`config.mk`:
```
export PLATFORM = sky130hd
export DESIGN_NAME = rvlab_clk_rst_seq_flat
export DESIGN_NICKNAME = d
export VERILOG_FILES = /design/src/rtl/rvlab_clk_rst_seq_if.sv /design/src/rtl/rvlab_clk_rst_seq.sv /design/src/flat_wrapper.sv
export SDC_FILE = /design/constraint.sdc
export NUM_CORES = 1
export LEC_CHECK = 0
export CAP_MARGIN = 20
export CORE_ASPECT_RATIO = 1.5
export CORE_UTILIZATION = 56
export DETAILED_ROUTE_END_ITERATION = 8
export PLACE_DENSITY = 0.78
export SYNTH_ARGS = -nofsm -noshare
export SYNTH_HDL_FRONTEND = slang
export SYNTH_SLANG_ARGS = --single-unit
```
`constraint.sdc`:
```
create_clock -name clk_100mhz_i -period 2 [get_ports clk_100mhz_i]
set_input_delay 0.4 -clock clk_100mhz_i [delete_from_list [all_inputs] [get_ports clk_100mhz_i]]
set_output_delay 0.4 -clock clk_100mhz_i [all_outputs]
set_load 0.005 [all_outputs]
```
`src/rtl/rvlab_clk_rst_seq_if.sv`:
```
// Sideband bundle between the clock/reset sequencer and its neighbours:
// the MMCM (RST in, LOCKED out) and the system reset consumer.
interface rvlab_clk_rst_seq_if #(
   parameter int unsigned RETRY_W = 2
);
   logic               locked_i;
   logic               soft_rst_req_i;
   logic               mmcm_rst_o;
   logic               sys_rst_req_o;
   logic               ready_o;
   logic               fail_o;
   logic [RETRY_W-1:0] retry_cnt_o;
   logic [2:0]         state_o;

   // Sequencer side: consumes lock / soft requests, produces resets and status.
   modport slave (
      input  locked_i,
      input  soft_rst_req_i,
      output mmcm_rst_o,
      output sys_rst_req_o,
      output ready_o,
      output fail_o,
      output retry_cnt_o,
      output state_o
   );

   // Environment side: the clock manager and system that surround the sequencer.
   modport master (
      output locked_i,
      output soft_rst_req_i,
      input  mmcm_rst_o,
      input  sys_rst_req_o,
      input  ready_o,
      input  fail_o,
      input  retry_cnt_o,
      input  state_o
   );
endinterface

```
`src/rtl/rvlab_clk_rst_seq.sv`:
```
// Power-up and recovery sequencer for the system MMCM and the system reset.
// Runs on the free-running buffered 100 MHz clock so it keeps working while
// the generated system clock is gated or unlocked. It pulses MMCM RST, waits
// for LOCKED with a timeout and bounded retries, debounces lock, then holds
// the system reset request for a fixed time before declaring the system ready.
module rvlab_clk_rst_seq #(
   parameter int unsigned MMCM_RST_CYCLES     = 16,
   parameter int unsigned LOCK_TIMEOUT_CYCLES = 100000,
   parameter int unsigned LOCK_FILTER_CYCLES  = 8,
   parameter int unsigned RST_HOLD_CYCLES     = 64,
   parameter int unsigned MAX_RETRIES         = 3
) (
   input  logic               clk_100mhz_i,
   input  logic               rst_i,
   rvlab_clk_rst_seq_if.slave bus
);

   // Larger of two parameter values, used to size the shared cycle counter.
   function automatic int unsigned max2(input int unsigned a, input int unsigned b);
      return (a > b) ? a : b;
   endfunction

   // The counter only has to reach the largest terminal count minus one, and
   // every terminal count forces a transition, so it can never wrap.
   localparam int unsigned MAX_CNT = max2(max2(MMCM_RST_CYCLES, LOCK_TIMEOUT_CYCLES),
                                          max2(LOCK_FILTER_CYCLES, RST_HOLD_CYCLES));
   localparam int unsigned CNT_W   = $clog2(MAX_CNT + 1);
   localparam int unsigned RETRY_W = $clog2(MAX_RETRIES + 1);

   localparam logic [CNT_W-1:0]   CNT_ZERO     = {CNT_W{1'b0}};
   localparam logic [CNT_W-1:0]   CNT_ONE      = CNT_W'(1);
   localparam logic [CNT_W-1:0]   MMCM_LAST    = CNT_W'(MMCM_RST_CYCLES - 1);
   localparam logic [CNT_W-1:0]   TIMEOUT_LAST = CNT_W'(LOCK_TIMEOUT_CYCLES - 1);
   localparam logic [CNT_W-1:0]   FILTER_LAST  = CNT_W'(LOCK_FILTER_CYCLES - 1);
   localparam logic [CNT_W-1:0]   HOLD_LAST    = CNT_W'(RST_HOLD_CYCLES - 1);
   localparam logic [RETRY_W-1:0] RETRY_ZERO   = {RETRY_W{1'b0}};
   localparam logic [RETRY_W-1:0] RETRY_ONE    = RETRY_W'(1);
   localparam logic [RETRY_W-1:0] RETRY_LAST   = RETRY_W'(MAX_RETRIES);

   // Encoding is visible on state_o, so values are pinned explicitly.
   typedef enum logic [2:0] {
      S_MMCM_RST    = 3'd0,
      S_WAIT_LOCK   = 3'd1,
      S_LOCK_FILTER = 3'd2,
      S_RST_HOLD    = 3'd3,
      S_RUN         = 3'd4,
      S_FAIL        = 3'd5
   } state_t;

   state_t             state;
   state_t             state_nxt;
   logic [CNT_W-1:0]   cnt;
   logic [CNT_W-1:0]   cnt_nxt;
   logic [RETRY_W-1:0] retry;
   logic [RETRY_W-1:0] retry_nxt;
   logic               lock_meta;
   logic               lock_s;
   logic               mmcm_rst;
   logic               sys_rst_req;
   logic               ready;
   logic               fail;

   // Two-flop synchronizer for the asynchronous MMCM LOCKED signal.
   always_ff @(posedge clk_100mhz_i) begin
      if (rst_i) begin
         lock_meta <= 1'b0;
         lock_s    <= 1'b0;
      end else begin
         lock_meta <= bus.locked_i;
         lock_s    <= lock_meta;
      end
   end

   // Transition decisions; cnt restarts from zero on every state change.
   always_comb begin
      state_nxt = state;
      cnt_nxt   = cnt;
      retry_nxt = retry;
      case (state)
         S_MMCM_RST: begin
            if (cnt == MMCM_LAST) begin
               state_nxt = S_WAIT_LOCK;
               cnt_nxt   = CNT_ZERO;
            end else begin
               cnt_nxt = cnt + CNT_ONE;
            end
         end
         S_WAIT_LOCK: begin
            // Lock is checked first so it wins over a coincident timeout.
            if (lock_s) begin
               state_nxt = S_LOCK_FILTER;
               cnt_nxt   = CNT_ZERO;
            end else if (cnt == TIMEOUT_LAST) begin
               cnt_nxt = CNT_ZERO;
               if (retry == RETRY_LAST) begin
                  state_nxt = S_FAIL;
               end else begin
                  state_nxt = S_MMCM_RST;
                  retry_nxt = retry + RETRY_ONE;
               end
            end else begin
               cnt_nxt = cnt + CNT_ONE;
            end
         end
         S_LOCK_FILTER: begin
            // A dropout restarts the lock wait with a fresh timeout, same retry.
            if (!lock_s) begin
               state_nxt = S_WAIT_LOCK;
               cnt_nxt   = CNT_ZERO;
            end else if (cnt == FILTER_LAST) begin
               state_nxt = S_RST_HOLD;
               cnt_nxt   = CNT_ZERO;
            end else begin
               cnt_nxt = cnt + CNT_ONE;
            end
         end
         S_RST_HOLD: begin
            if (!lock_s) begin
               state_nxt = S_WAIT_LOCK;
               cnt_nxt   = CNT_ZERO;
            end else if (cnt == HOLD_LAST) begin
               state_nxt = S_RUN;
               cnt_nxt   = CNT_ZERO;
               retry_nxt = RETRY_ZERO;
            end else begin
               cnt_nxt = cnt + CNT_ONE;
            end
         end
         S_RUN: begin
            // Counter parks at zero here; lock loss outranks a soft request.
            cnt_nxt   = CNT_ZERO;
            retry_nxt = RETRY_ZERO;
            if (!lock_s) begin
               state_nxt = S_MMCM_RST;
            end else if (bus.soft_rst_req_i) begin
               state_nxt = S_RST_HOLD;
            end else begin
               state_nxt = S_RUN;
            end
         end
         S_FAIL: begin
            // Terminal until rst_i; the counter parks so it cannot wrap.
            state_nxt = S_FAIL;
            cnt_nxt   = CNT_ZERO;
         end
         default: begin
            state_nxt = S_MMCM_RST;
            cnt_nxt   = CNT_ZERO;
            retry_nxt = RETRY_ZERO;
         end
      endcase
   end

   // FSM registers plus outputs decoded from the state being entered, so each
   // output changes on the same edge as the state it belongs to.
   always_ff @(posedge clk_100mhz_i) begin
      if (rst_i) begin
         state       <= S_MMCM_RST;
         cnt         <= CNT_ZERO;
         retry       <= RETRY_ZERO;
         mmcm_rst    <= 1'b1;
         sys_rst_req <= 1'b1;
         ready       <= 1'b0;
         fail        <= 1'b0;
      end else begin
         state       <= state_nxt;
         cnt         <= cnt_nxt;
         retry       <= retry_nxt;
         mmcm_rst    <= (state_nxt == S_MMCM_RST);
         sys_rst_req <= (state_nxt != S_RUN);
         ready       <= (state_nxt == S_RUN);
         fail        <= (state_nxt == S_FAIL);
      end
   end

   assign bus.mmcm_rst_o    = mmcm_rst;
   assign bus.sys_rst_req_o = sys_rst_req;
   assign bus.ready_o       = ready;
   assign bus.fail_o        = fail;
   assign bus.retry_cnt_o   = retry;
   assign bus.state_o       = state;

endmodule

```
`src/flat_wrapper.sv`:
```
// flat-port wrapper written by rule: the top's interface ports become plain ports
module rvlab_clk_rst_seq_flat 
#(
   parameter int unsigned MMCM_RST_CYCLES     = 16,
   parameter int unsigned LOCK_TIMEOUT_CYCLES = 100000,
   parameter int unsigned LOCK_FILTER_CYCLES  = 8,
   parameter int unsigned RST_HOLD_CYCLES     = 64,
   parameter int unsigned MAX_RETRIES         = 3
)
  (clk_100mhz_i, rst_i, bus_locked_i, bus_soft_rst_req_i, bus_mmcm_rst_o, bus_sys_rst_req_o, bus_ready_o, bus_fail_o, bus_retry_cnt_o, bus_state_o);
  rvlab_clk_rst_seq_if #(.RETRY_W(($clog2((2) + 1)))) bus_i ();
  input  logic clk_100mhz_i;
  input  logic rst_i;
  input wire logic [$bits(bus_i.locked_i)-1:0] bus_locked_i;
  input wire logic [$bits(bus_i.soft_rst_req_i)-1:0] bus_soft_rst_req_i;
  output wire logic [$bits(bus_i.mmcm_rst_o)-1:0] bus_mmcm_rst_o;
  output wire logic [$bits(bus_i.sys_rst_req_o)-1:0] bus_sys_rst_req_o;
  output wire logic [$bits(bus_i.ready_o)-1:0] bus_ready_o;
  output wire logic [$bits(bus_i.fail_o)-1:0] bus_fail_o;
  output wire logic [$bits(bus_i.retry_cnt_o)-1:0] bus_retry_cnt_o;
  output wire logic [$bits(bus_i.state_o)-1:0] bus_state_o;
  assign bus_i.locked_i = bus_locked_i;
  assign bus_i.soft_rst_req_i = bus_soft_rst_req_i;
  assign bus_mmcm_rst_o = bus_i.mmcm_rst_o;
  assign bus_sys_rst_req_o = bus_i.sys_rst_req_o;
  assign bus_ready_o = bus_i.ready_o;
  assign bus_fail_o = bus_i.fail_o;
  assign bus_retry_cnt_o = bus_i.retry_cnt_o;
  assign bus_state_o = bus_i.state_o;
  rvlab_clk_rst_seq #(.MMCM_RST_CYCLES(MMCM_RST_CYCLES), .LOCK_TIMEOUT_CYCLES(LOCK_TIMEOUT_CYCLES), .LOCK_FILTER_CYCLES(LOCK_FILTER_CYCLES), .RST_HOLD_CYCLES(RST_HOLD_CYCLES), .MAX_RETRIES(MAX_RETRIES)) u_core (.clk_100mhz_i(clk_100mhz_i), .rst_i(rst_i), .bus(bus_i));
endmodule
```
Word level (Yosys, flattened, before mapping). Index checks and enable logic that the tools add are counted.

Reduce and logical (&&, ||, !) cells: 4. Bitwise operators: 1. Equality and inequality tests: 18. Mux-type cells: 25. Add/sub/neg operators: 2.

Operator list (number): $mux W17 (7); $pmux W17 S4 (1); $mux W3 (10); $pmux W3 S6 (1); $add A17 B1 Y17 const B (1); $eq A17 B17 Y1 const B (1); $eq A17 B3 Y1 const B (1); $eq A17 B4 Y1 const B (1); $eq A17 B6 Y1 const B (1); $eq A3 B3 Y1 const B (4); $mux W2 (5); $eq A3 B2 Y1 const B (2); $logic_not A3 Y1 (2); $ne A2 B1 Y1 const B (3); $pmux W2 S3 (1); $reduce_and A6 Y1 (1); $ne A2 B2 Y1 const B (2); $eq A3 B1 Y1 const B (1); $ne A3 B3 Y1 const B (1); $reduce_or A3 Y1 (1); $add A2 B1 Y2 const B (1); $eq A2 B2 Y1 const B (1); $not A1 Y1 (1).

Bits of input ports: 4. Word-level logic and storage cells: 59. Output and inout port bits: 9. Register bits: 28.

Depth between registers and ports, before layout.
Word-level depth: 6. Mapped depth: 7.

Least setup slack after synthesis. OpenSTA, ideal clock, no wires.

Kind: flip-flop to flip-flop. From: register u_core.cnt[0]. To: register u_core.cnt[12]. Setup slack: 176 ps. Cell stages (with the launch flop): 8. Setup time: 115 ps. Period minus slack after synthesis: 1824 ps. Required time: 1885 ps. Arrival time: 1710 ps. Path buffers: 1. Cells stage by stage: dfxtp_1 -> ha_1 -> nand2_1 -> or4b_1 -> o21ai_0 -> o311a_4 -> buf_6 -> nor2_1.

Cells in the longest elaborated chain, start to end: 4. Elaborated cells between the ends (all ways): 13. Those cells by class: add/sub: 1; eq/ne: 4; mux: 8.

RTL lines: start: declaration (RTL line rvlab_clk_rst_seq.sv:52) `logic [CNT_W-1:0] cnt;`; start signal: assignment (RTL line rvlab_clk_rst_seq.sv:167) `cnt <= cnt_nxt;`; $add A17 B1 Y17 (tied with other cells); $mux W17, on equally long branches (RTL line rvlab_clk_rst_seq.sv:121, rvlab_clk_rst_seq.sv:93, rvlab_clk_rst_seq.sv:110); $mux W17, on equally long branches (RTL line rvlab_clk_rst_seq.sv:118, rvlab_clk_rst_seq.sv:90, rvlab_clk_rst_seq.sv:107); $pmux W17 S4 (*) (RTL line rvlab_clk_rst_seq.sv:79) `case (state)`.

Every way passes the cells marked *; elsewhere a longest branch is shown, timed or not. A chain may end at the register's enable or synchronous reset.

Worst setup path after layout.
From: register u_core.cnt[0]. To: register u_core.ready (netlist: u_core.bus.ready_o).

Cells in the longest elaborated chain, start to end: 5. Elaborated cells between the ends (all ways): 13. Those cells by class: eq/ne: 5; mux: 8.

RTL lines: $eq A17 B6 Y1 (tied with other cells) (RTL line rvlab_clk_rst_seq.sv:121) `end else if (cnt == HOLD_LAST) begin`; $mux W3, on equally long branches (RTL line rvlab_clk_rst_seq.sv:121, rvlab_clk_rst_seq.sv:93, rvlab_clk_rst_seq.sv:110); $mux W3, on equally long branches (RTL line rvlab_clk_rst_seq.sv:118, rvlab_clk_rst_seq.sv:90, rvlab_clk_rst_seq.sv:107); $pmux W3 S6 (*) (RTL line rvlab_clk_rst_seq.sv:79); $eq A3 B3 Y1 (*) (RTL line rvlab_clk_rst_seq.sv:171) `ready <= (state_nxt == S_RUN);`; end signal: assignment (RTL line rvlab_clk_rst_seq.sv:171); end: declaration (RTL line rvlab_clk_rst_seq.sv:60) `logic ready;`.

Marked as above.

==> impl_metrics.py <==
metrics = {
    "route": {
        "antenna_left": 0,
        "drt_iter0_markers": 67,
        "num_vias": 1258,
        "drc": 0,
        "wl_um": 2950,
        "routed_via_density": 6.20,
        "dr.pass1.iters": 4,
        "avgRoutedWirePerCell_um": 14.5,
    },
    "sta": {
        "layout_setup_ws_ps": 70.2,
        "tightestPinTransition_ps": 402,
        "post-route-period-util_pct": 96.5,
        "rsz0062_at_grt": "no",
        "fin_skew_ps": 6.02,
        "clock.fmax_mhz": 518,
        "setup_violations": 0,
        "holdWs_ps": 456,
        "hold_violations": 0,
        "finalMaxSlewViolations": 0,
        "min_period_ps": 1930,
        "slew_headroom_pct": 73.2,
        "final.setup.tns_ps": 0,
    },
    "die": {
        "fp-row-count": 22,
        "fp.dieW_um": 43.3,
        "coreArea_um2": 2420,
        "dieHeight_um": 63.9,
        "die-area_um2": 2760,
        "ios": 13,
        "initial_utilization_pct": 59.0,
    },
    "synth": {
        "synth_top_family_by_area": "simple AND/OR/NAND/NOR gates",
        "synthMuxAreaShare_pct": 0.700,
        "synth-seq-cells": 28,
        "yosysWarnings": 0,
        "synthSimpleGateAreaFrac_pct": 33.9,
        "synth_nets": 170,
        "synth-xor-area-share_pct": 9.80,
        "synth_cells": 164,
        "ys_seq_area_share_pct": 39.2,
        "synth-edff-count": 0,
        "synth_ff_type": "dfxtp_1",
        "synthArstFlopShare_pct": 0,
        "netlist_area_um2": 1430,
        "avgSynthCellArea_um2": 8.72,
        "synthAdderAreaFrac_pct": 1.75,
        "ys_types": 42,
        "synth_compound_area_share_pct": 10.1,
    },
    "placed_design": {
        "routabilityCongestion": 0.855,
        "io_buffers": 12,
        "dpl.cell_count": 198,
        "dpl_worst_slack_ps": -35.7,
        "hpwl_um": 2090,
    },
    "hold_path": {
        "hold_depth": 1,
        "hold_end": "u_core.cnt[0]$_SDFF_PP0_",
        "min_from": "u_core.cnt[0]$_SDFF_PP0_",
        "hp-class": "register to register",
    },
    "worst_setup_path": {
        "start_kind": "register",
        "arrival_ps": 2210,
        "path_max_fanout": 5,
        "rr_worst_depth": 6,
        "critical_path.cell_chain": "ha_2 -> and4_1 -> nand4_1 -> o31a_1 -> nor4_4 -> and2_1",
        "endpoint_kind": "register",
        "ff2ff_setup_slack_ps": 70,
        "reg2reg_to": "u_core.bus.ready_o$_SDFF_PP0_",
        "required_ps": 2280,
        "reg2reg_from": "u_core.cnt[0]$_SDFF_PP0_",
        "crit_type": "register to register",
        "slowest_delay_ps": 380,
        "critPathSlowestCell": "dfxtp_1",
    },
    "layout": {
        "finish.utilization_pct": 68.3,
        "regArea_um2": 561,
        "area_delta_synth_final_pct": 15.7,
        "drive_gt1_share_pct": 11.2,
        "fillCellCount": 191,
        "diodes": 0,
        "num-nets-final": 186,
        "multiInputGateArea_um2": 847,
        "fin_cells": 203,
    },
    "grt": {
        "busiest_layer": "met2",
        "use_met2_pct": 39.2,
        "grt_pass1_wl_um": 4750,
        "grt_max_degree": 18,
        "overflow": 0,
        "grt_usage_pct": 21.3,
        "grt_pass1_vias": 1134,
        "antenna_found_initial": 0,
        "use_met3_pct": 3.39,
        "use_met1_pct": 24.2,
    },
    "power": {
        "power_leakage_nw": 0.592,
        "peakVddDrop_mv": 0.518,
        "p_per_area_nw_per_um2": 532,
    },
    "clock_network": {
        "clk_pin_slew_ps": 140,
        "cts-root-buf": "clkbuf_4",
        "h-tree-depth": 1,
        "cts_buffer_depth": 2,
        "post_cts_buffers": 0,
        "numCtsBuffers": 3,
        "numClockSinks": 28,
        "clk_latency_ps": 320,
        "cts_tree": "done",
        "holdBufCountCts": 0,
    },
    "flow_run": {
        "maxCapViolCount": 0,
    },
    "outcome": {
        "outcome": "completed",
    },
}
==> cells in the mapped netlist (all sizes together), types with 4 or more instances <==
master,count,area [um2]
xnor2,8,70.1
xor2,8,70.1
dfxtp,28,561
nor4,6,58.8
o21ai,5,25.0
nor2b,5,31.3
nor2,26,97.6
and3,4,25.0
nand2,11,41.3
buf,8,53.8
nand2b,5,31.3
nand4,8,56.3
a21oi,7,35.0
nand3,5,25.0
==> worst max-delay path: cells and delay by family, from the launching register on <==
| family | cells | cell delay (ps) |
|---|---|---|
| simple gates | 4 | 950 |
| compound gates | 1 | 320 |
| flops | 1 | 380 |
| fa+ha+maj | 1 | 230 |
==> worst max-delay path by stage <==
stage / start / to / slack (ps) / cells after the start
after detailed placement: u_core.cnt[0]$_SDFF_PP0_ / u_core.bus.ready_o$_SDFF_PP0_ / -40 / 6
after floorplan: u_core.cnt[0]$_SDFF_PP0_ / u_core.cnt[12]$_SDFF_PP0_ / 180 / 7
after global routing: u_core.bus.state_o[2]$_SDFF_PP0_ / bus_state_o[2] / 7 / 1
final: u_core.cnt[0]$_SDFF_PP0_ / u_core.bus.ready_o$_SDFF_PP0_ / 70 / 6
after global placement: u_core.cnt[0]$_SDFF_PP0_ / u_core.bus.ready_o$_SDFF_PP0_ / 120 / 6
after CTS: u_core.cnt[0]$_SDFF_PP0_ / u_core.bus.ready_o$_SDFF_PP0_ / 40 / 6
==> per-stage QoR <==
stage	cell area [um2]	total power, W
6_report	1650	0.000880
4_1_cts	1620	0.000885
2_1_floorplan	1430	0.000607
3_3_place_gp	1580	0.000616
3_5_place_dp	1580	0.000618
5_1_grt	1650	0.000925
==> registers in the layout (all words and copies together) (netlist names) <==
| signal | cells |
|---|---|
| u_core.bus.state_o | 3 |
| u_core.lock_meta | 1 |
| u_core.lock_s | 1 |
| u_core.bus.retry_cnt_o | 2 |
| u_core.bus.sys_rst_req_o | 1 |
| u_core.bus.mmcm_rst_o | 1 |
| u_core.cnt | 17 |
| u_core.bus.ready_o | 1 |
| u_core.bus.fail_o | 1 |
==> cells by family after synthesis <==
family          count (synthesis)
flops                          28
buf+inv                        11
xor+xnor                       16
simple gates                   85
mux                             1
fa+ha+maj                       2
compound gates                 21
==> report_power, final <==
part	internal, W	total [W]	switching [W]
clock network	0.000111	0.000269	0.000158
registers	0.000565	0.000572	0.00000695
logic	0.0000208	0.0000389	0.0000181
total	0.000697	0.000880	0.000183
==> cells in the final DEF, fill, tap and decap left out, types with 5 or more instances in the layout <==
cell / n
nand2b_1: 5
dfxtp_1: 28
nand2_1: 11
xnor2_1: 8
buf_4: 7
nor2_1: 26
nand3_1: 5
nor2b_1: 5
nand4_1: 7
clkdlybuf4s50_1: 12
xor2_1: 8
a21oi_1: 7
==> per-layer routing <==
metal / wire length (um) / vias up
met3: 97 / 8
met4: 47 / 0
li1: - / 609
met5: 0 / -
met2: 1600 / 40
met1: 1200 / 601
==> layout make-up <==
| cell class | count | share of cell area [%] |
|---|---|---|
| Multi-Input combinational cell | 126 | 51.2 |
| Tap cell | 24 | 1.82 |
| Inverter | 2 | 0.454 |
| Clock buffer | 4 | 2.19 |
| Timing Repair Buffer | 19 | 10.4 |
| Sequential cell | 28 | 33.9 |
==> timing repair <==
action,in CTS,in global routing
resized for setup,1,6
endpoints found under the setup margin,5,20
hold endpoints to repair,0,0
gates cloned,0,1
pin swaps,0,1
(Power assumes the default switching activity.)
